===== config.mk =====
export PLATFORM = sky130hd
export DESIGN_NAME = core_launch_sequencer
export DESIGN_NICKNAME = d
export VERILOG_FILES = /design/src/rtl/core_launch_sequencer.sv
export SDC_FILE = /design/constraint.sdc
export NUM_CORES = 1
export LEC_CHECK = 0
export ABC_AREA = 1
export BUFFER_PORTS_ARGS = -buffer_cell sky130_fd_sc_hd__buf_2
export CAP_MARGIN = 20
export CORE_ASPECT_RATIO = 1.5
export CORE_MARGIN = 5
export CORE_UTILIZATION = 30
export CTS_CLUSTER_DIAMETER = 30
export CTS_CLUSTER_SIZE = 24
export DETAILED_ROUTE_END_ITERATION = 10
export SYNTH_ARGS = -nofsm -noshare
export SYNTH_HDL_FRONTEND = slang
export SYNTH_SLANG_ARGS = --single-unit

===== constraint.sdc =====
create_clock -name clk -period 2.2 [get_ports clk]
set_clock_uncertainty 0.1 [all_clocks]
set_input_delay 0.11 -clock clk [delete_from_list [all_inputs] [get_ports clk]]
set_output_delay 0.11 -clock clk [all_outputs]
set_load 0.02 [all_outputs]

===== src/rtl/core_launch_sequencer.sv =====
// core_launch_sequencer: loads a program into a core over the network, writes its PC,
// then watches the core until it finishes, errors or times out.
module core_launch_sequencer #(
   parameter int IMEM_ADDR_W = 10,
   parameter int INSTR_W     = 16,
   parameter int CORE_ID     = 0,
   parameter int TIMEOUT_W   = 20
) (
   input  logic                   clk,
   input  logic                   n_reset,
   input  logic                   start_i,
   input  logic [IMEM_ADDR_W-1:0] prog_len_i,
   input  logic [IMEM_ADDR_W-1:0] start_pc_i,
   output logic [IMEM_ADDR_W-1:0] rom_addr_o,
   input  logic [INSTR_W-1:0]     rom_data_i,
   output logic                   net_valid_o,
   input  logic                   net_ready_i,
   output logic [2:0]             net_op_o,
   output logic [IMEM_ADDR_W-1:0] net_addr_o,
   output logic [31:0]            net_data_o,
   output logic [4:0]             net_id_o,
   input  logic [1:0]             core_state_i,
   output logic                   busy_o,
   output logic                   done_o,
   output logic                   err_o,
   output logic                   timeout_o,
   output logic [TIMEOUT_W-1:0]   run_cycles_o
);
   typedef enum logic [2:0] {S_IDLE, S_FETCH, S_SEND_INSTR, S_SEND_PC, S_WAIT_RUN, S_WAIT_DONE} state_t;
   localparam logic [1:0] CORE_IDLE = 2'd0, CORE_RUN = 2'd1, CORE_ERR = 2'd2;
   state_t                 state, state_nxt;
   logic [IMEM_ADDR_W-1:0] idx, idx_nxt, len, pc;
   logic [INSTR_W-1:0]     word;
   logic [TIMEOUT_W-1:0]   wait_cnt, wait_nxt, run_nxt;
   logic                   acc;
   assign acc      = net_valid_o & net_ready_i;
   assign idx_nxt  = idx + IMEM_ADDR_W'(1);
   assign wait_nxt = wait_cnt + TIMEOUT_W'(1);
   assign run_nxt  = run_cycles_o + TIMEOUT_W'(1);
   assign net_id_o = 5'(CORE_ID);
   always_ff @(posedge clk or negedge n_reset)
      if (!n_reset) state <= S_IDLE;
      else state <= state_nxt;
   always_comb begin
      state_nxt = state;
      case (state)
         S_IDLE:       if (start_i) state_nxt = (prog_len_i != '0) ? S_FETCH : S_SEND_PC;
         S_FETCH:      state_nxt = S_SEND_INSTR;
         S_SEND_INSTR: if (acc) state_nxt = (idx_nxt == len) ? S_SEND_PC : S_FETCH;
         S_SEND_PC:    if (acc) state_nxt = S_WAIT_RUN;
         S_WAIT_RUN:   state_nxt = (core_state_i == CORE_ERR || (core_state_i == CORE_IDLE && &wait_nxt)) ? S_IDLE :
                                   (core_state_i == CORE_RUN) ? S_WAIT_DONE : S_WAIT_RUN;
         S_WAIT_DONE:  if (core_state_i == CORE_IDLE || core_state_i == CORE_ERR || &run_nxt) state_nxt = S_IDLE;
         default:      state_nxt = S_IDLE;
      endcase
   end
   always_comb begin
      net_valid_o = state == S_SEND_INSTR || state == S_SEND_PC;
      net_op_o    = (state == S_SEND_INSTR) ? 3'd1 : (state == S_SEND_PC) ? 3'd3 : 3'd0;
      net_addr_o  = (state == S_SEND_INSTR) ? idx : '0;
      net_data_o  = (state == S_SEND_INSTR) ? 32'(word) : (state == S_SEND_PC) ? 32'(pc) : 32'd0;
      busy_o      = state != S_IDLE;
   end
   // Error is checked before the counter so a simultaneous ERR never reports a timeout.
   always_ff @(posedge clk or negedge n_reset)
      if (!n_reset) begin
         idx <= '0;
         len <= '0;
         pc <= '0;
         word <= '0;
         rom_addr_o <= '0;
         done_o <= 1'b0;
         err_o <= 1'b0;
         timeout_o <= 1'b0;
         run_cycles_o <= '0;
         wait_cnt <= '0;
      end else begin
         done_o <= 1'b0;
         case (state)
            S_IDLE: if (start_i) begin
               err_o <= 1'b0;
               timeout_o <= 1'b0;
               run_cycles_o <= '0;
               wait_cnt <= '0;
               idx <= '0;
               rom_addr_o <= '0;
               len <= prog_len_i;
               pc <= start_pc_i;
            end
            S_FETCH: word <= rom_data_i;
            S_SEND_INSTR: if (acc) begin
               idx <= idx_nxt;
               if (idx_nxt != len) rom_addr_o <= idx_nxt;
            end
            S_WAIT_RUN:
               if (core_state_i == CORE_ERR) err_o <= 1'b1;
               else if (core_state_i == CORE_IDLE) begin
                  wait_cnt <= wait_nxt;
                  timeout_o <= &wait_nxt;
               end
            S_WAIT_DONE: begin
               done_o <= core_state_i == CORE_IDLE;
               if (core_state_i == CORE_ERR) err_o <= 1'b1;
               else if (core_state_i != CORE_IDLE) begin
                  run_cycles_o <= run_nxt;
                  timeout_o <= &run_nxt;
               end
            end
            default: ;
         endcase
      end
endmodule


======== After elaboration in Yosys (flattened, before gate mapping) ========
Index checks and enable logic that the tools add are counted.
W data, S select, Z words.
cells by class
  reductions and logical operators ........ 26
  multiplexer cells ....................... 36
  add/sub/neg operators ................... 3
  bitwise gates (word level) .............. 1
  eq/ne operators ......................... 19
operators with widths
  operator                 count
  $mux W20                 5
  $pmux W20 S2             2
  $mux W10                 6
  $add A20 B1 Y20 const B  2
  $pmux W10 S2             2
  $reduce_and A20 Y1       2
  $pmux W3 S6              1
  $mux W16                 1
  $ne A2 B2 Y1 const B     8
  $reduce_and A4 Y1        4
  $mux W3                  5
  $add A10 B1 Y10 const B  1
  $eq A10 B10 Y1           1
  $ne A10 B10 Y1           1
  $reduce_bool A10 Y1      1
  $reduce_bool A2 Y1       5
  $mux W1                  8
  $mux W2                  4
  $eq A3 B2 Y1 const B     2
  $eq A3 B3 Y1 const B     2
  $reduce_and A3 Y1        2
  $reduce_and A6 Y1        1
  $reduce_bool A3 Y1       2
  $logic_or A1 B1 Y1       4
  other kinds (12)         13
storage, ports and cells
  logic and storage cells ................. 96
  register bits after elaboration ......... 102
  input port bits ......................... 42
  output and inout port bits .............. 85

======== Depth between registers and ports, before layout ========
  depth in word-level cells ............... 6
  gate-level depth with buffers ........... 16
  depth with buffers taken out ............ 16

======== Worst setup path after synthesis ========
No wires, ideal clock.
  kind .................................... register to register
  start ................................... register run_cycles_o[1]
  end ..................................... register state[1]
  data required time ...................... 1984 ps
  buffers on the path ..................... 0
  clock period less this slack ............ 2075 ps
  stages on the path, launching flop included .. 17
  setup time .............................. 116 ps
  path slack .............................. 125 ps
  arrival ................................. 1859 ps
  cell sequence ........................... dfrtp_1 -> ha_1 -> nand2_1 -> nor2_2 -> nand2_1 -> nand2_1 -> nand2_1 -> nor2_1 -> nand2_1 -> nor2_1 -> nand2_1 -> nor2_1 -> nand2_1 -> nand2_1 -> nand2_1 -> nand2_1 -> nand2_1
on the way
  cells in the longest elaborated chain, start to end .. 5
ends and longest elaborated chain
  item                         line  text
  from (decl)                  27    output logic [TIMEOUT_W-1:0] run_cycles_o
  from (signal assigned)       105   run_cycles_o <= run_nxt;
  $add A20 B1 Y20              39    assign run_nxt = run_cycles_o + TIMEOUT_W'(1);
  $reduce_and A20 Y1           53    S_WAIT_DONE: if (core_state_i == CORE_IDLE || core_state_i == CORE_ERR || &run_nxt) state_nxt = S_IDLE;
  $logic_or A1 B1 Y1           53
  $ne A2 B2 Y1 (no line)       -
  $reduce_and A4 Y1 (no line)  -
  to (signal assigned)         43    else state <= state_nxt;
  to (decl)                    31    state_t state, state_nxt;
No other way between the ends.
A chain may end at the register's enable or synchronous reset.

======== Worst setup path after layout ========
  start ................................... register idx[0]
  end ..................................... register rom_addr_o[0]
on the way
  cells in the longest elaborated chain, start to end .. 4
  elaborated cells between the ends (all ways) .. 7
  those cells by class .................... 1 x add/sub; 2 x eq/ne; 3 x mux; 1 x reduce/logical
ends and longest elaborated chain
  item                                                         line  text
  from (decl)                                                  32    logic [IMEM_ADDR_W-1:0] idx, idx_nxt, len, pc;
  from (signal assigned)                                       92    idx <= idx_nxt;
  $add A10 B1 Y10 (*)                                          37    assign idx_nxt = idx + IMEM_ADDR_W'(1);
  $ne A10 B10 Y1 or $mux W10 (tied branches)                   93    if (idx_nxt != len) rom_addr_o <= idx_nxt;
  $ne A2 B1 Y1 (no line) or $mux W10 (tied branches)           -
  $reduce_and A4 Y1 (no line) or $pmux W10 S2 (tied branches)  -
  to (signal assigned)                                         93
  to (decl)                                                    14    output logic [IMEM_ADDR_W-1:0] rom_addr_o,
Mark *: on every way between the ends. The rest lies on a longest branch, timed or not. The select of a mux whose other input is x is not followed.

==> metrics.yaml <==
yosys_warnings: 0
min_path_type: "input port to flop"
syn_inst: 837
start_util_pct: 30.57
synth_edf_count: 0
grt_pass1_wl_um: 29560
synth_commonest_cells: "nand2_1 (262), nor2_1 (113), dfrtp_1 (102), inv_1 (90), o21ai_0 (45)"
synthSimpleGateAreaFrac_pct: 32.91
synth_ff_type: "dfrtp_1"
yosysMostFrequentCell: "nand2_1"
finalCritPeriodShare_pct: 94.81
cp_top_family: "simple AND/OR/NAND/NOR gates"
worstPathRequired_ns: 2.35
drive_gt1_share_pct: 25.83
startpoint: "idx[0]$_DFFE_PN0P_"
clk_pin_slew_ns: 0.08
h-tree-depth: 3
synth-adder-area-share_pct: 1.030
max_freq_ghz: 0.4794
maxSlewViolCount: 0
post_drt_wl_per_cell_um: 14.49
hold_viol: 0
die-area_um2: 23240
slowest_stage: "dfrtp_2"
netlist.area_leader.share_pct: 42.04
cts_sinks: 102
outcome: "complete, no violations"
worst_slack_ns: 0.1142
synthArstFlopShare_pct: 100.0
ys_ff_latch: 102
rsz0062_at_grt: "yes"
design_area_um2: 8078
grt_max_degree: 41
insertion_delay_ns: 0.35
final_cells: 1286
grtUsageTotal_pct: 15.53
finalSetupViolations: 0
critPathBufInv: 1
r2r_end: "rom_addr_o[0]$_DFFE_PN0P_"
total_power_mw: 7.245
yosysUniqueCellTypes: 37
fin_nets: 1068
regArea_um2: 2559
drt_pass1_iterations: 4
area_growth_pct: 33.03
multi_input_area_um2: 3217
whs_path_depth: 4
synth_top_family_by_area: "simple AND/OR/NAND/NOR gates"
worstPathMaxFanout: 5
gr-total-overflow: 0
cp_num_cells: 13
vias_per_cell: 4.743
vias: 6100
routabilityCongestion: 0.8917
critical_path_class: "flop to flop"
peakVddDrop_v: 0.0004951
period_needed_ns: 2.086
portBuffers: 104
dpl.cell_count: 1213
antenna_found_initial: 0
synth_area_um2: 6072
io_pins: 127
crit_chain: "buf_4 -> nand3_4 -> nor2_4 -> nand3_1 -> nand2_1 -> nand2_1 -> nand2_1 -> nand3_1 -> nor2_1 -> nand3_2 -> and2_4 -> nand2_1 -> nand2_1"
r2r_slack_ns: 0.11
ff2ff_path_depth: 13
cp-end-kind: "flop"
syn_area_per_cell_um2: 7.255
leakage_nw: 3.719
pre_cts_slack_ns: -0.04533
post-synth-top-area-cell: "dfrtp_1"
core_area_um2: 19860
dp_hpwl_um: 13450
clk_path_buf_depth: 2
antenna_cells: 0
critPathCapture: "rom_addr_o[0]$_DFFE_PN0P_"
drc_errors: 0
synth_area_leaders: "dfrtp_1 (42%), nand2_1 (16%), nor2_1 (7.0%)"
fillers: 2059
reg2reg_from: "idx[0]$_DFFE_PN0P_"
die_h_um: 184.2
yosys.area_share.xor_xnor_pct: 1.875
cp_common_cell: "nand2_1"
muxShareOfSynthArea_pct: 2.596
rows: 63
cts_inserted_buffers: 9
drt_iter0_drc: 275
slew_headroom_pct: 54.55
dpl-instance-area_um2: 7009
cts_root_buffer: "clkbuf_16"
cp.arrival_ns: 2.24
startpoint_type: "flop"
yosysSeqAreaShare_pct: 42.04
power_density_nw_per_um2: 896.9
tightest_slew_ns: 0.6810
drv_cap: 0
die_w_um: 126.2
synth_compound_area_share_pct: 9.582
cpPeakStageDelay_ns: 0.42
grt_pass1_vias: 6132
routed_wl_um: 18630
tritoncts: "done"
ant_nets: 0
logic make-up after synthesis:
group / Yosys count
xor+xnor: 13
simple gates: 471
compound gates: 97
mux: 14
buf+inv: 134
fa+ha+maj: 5
flops: 102
other cells: 1
cell type report:
type / count / share of cell area, %
inverter: 95 / 4.507
clock inverter: 6 / 0.9294
timing repair buffer: 189 / 15.99
tap: 260 / 4.027
sequential: 102 / 31.68
timing repair inverter: 1 / 0.09294
clock buffer: 10 / 2.958
multi-input combinational: 623 / 39.82
worst register-to-register path, cell delays in order, from the launching register on:
cell,delay (ns)
dfrtp_2,0.42
buf_4,0.15
nand3_4,0.10
nor2_4,0.17
nand3_1,0.08
nand2_1,0.09
nand2_1,0.08
nand2_1,0.07
nand3_1,0.06
nor2_1,0.11
nand3_2,0.18
and2_4,0.25
nand2_1,0.07
nand2_1,0.05
cells in the final DEF, fill, tap and decap left out, types with 4 or more instances in the layout:
cell           instances
dlygate4sd3_1         39
a22o_1                11
nor2_2                18
conb_1                22
nand3b_1               6
xor2_1                 9
a21oi_1                5
clkbuf_16              9
o22ai_1               24
nor2_1                99
dfrtp_2                5
mux2_2                14
nor3_1                 5
buf_4                 43
inv_1                 87
nand3_1               35
nand2_2               18
dfrtp_1               97
o21ai_0               44
inv_2                  5
clkinvlp_4             4
nand3_2                7
buf_2                103
nor2_4                12
nand4_1               14
nand2_1              248
power by group:
group          total, mW  switching (mW)  internal, mW  leakage [nW]
Combinational       3.00            1.84          1.16          2.22
Clock               1.71           0.778         0.936         0.152
Sequential          2.53           0.253          2.28          1.34
flip-flops by register name, indices dropped and copies added, names as in the netlist:
signal,count
timeout_o,1
len,10
state,3
word,16
err_o,1
rom_addr_o,10
pc,10
done_o,1
idx,10
run_cycles_o,20
wait_cnt,20
how the worst min path moves through the flow:
stage	endpoint	startpoint
after floorplan	done_o$_DFF_PN0_	n_reset
after CTS	done_o$_DFF_PN0_	core_state_i[1]
after detailed placement	run_cycles_o[11]$_DFFE_PN0P_	n_reset
after global routing	done_o$_DFF_PN0_	core_state_i[1]
after global placement	run_cycles_o[11]$_DFFE_PN0P_	n_reset
final	done_o$_DFF_PN0_	core_state_i[1]
what timing repair did:
item | in CTS | in global routing
setup endpoints to repair | 14 | 24
gates resized for setup | 3 | 63
hold buffers | 39 | 0
gates cloned | 0 | 2
pin swaps | 0 | 17
hold endpoints to repair | 66 | 0
setup buffers | 0 | 15
routing by layer:
| layer | track usage, % | vias to the layer above | routed length [um] | share of wire (%) |
|---|---|---|---|---|
| met2 | 29.57 | 170 | 9954 | 53 |
| met4 | 6.526 | 0 | 615 | 3.3 |
| met5 | 0 | - | 0 | 0 |
| met1 | 17.29 | 2888 | 7377 | 40 |
| met3 | 1.856 | 45 | 682 | 3.7 |
| li1 | - | 2997 | - | - |
per-stage QoR:
stage,hold WS [ns],util (%),TNS (ns)
final,0.06384,40.67,0
after global routing,0.08693,40.67,-0.1973
after CTS,0.04927,38.87,0
after detailed placement,-0.002176,35.29,-0.2046
after global placement,-0.0005117,35.29,0
after floorplan,-0.2856,-,0
(Power assumes the default switching activity.)
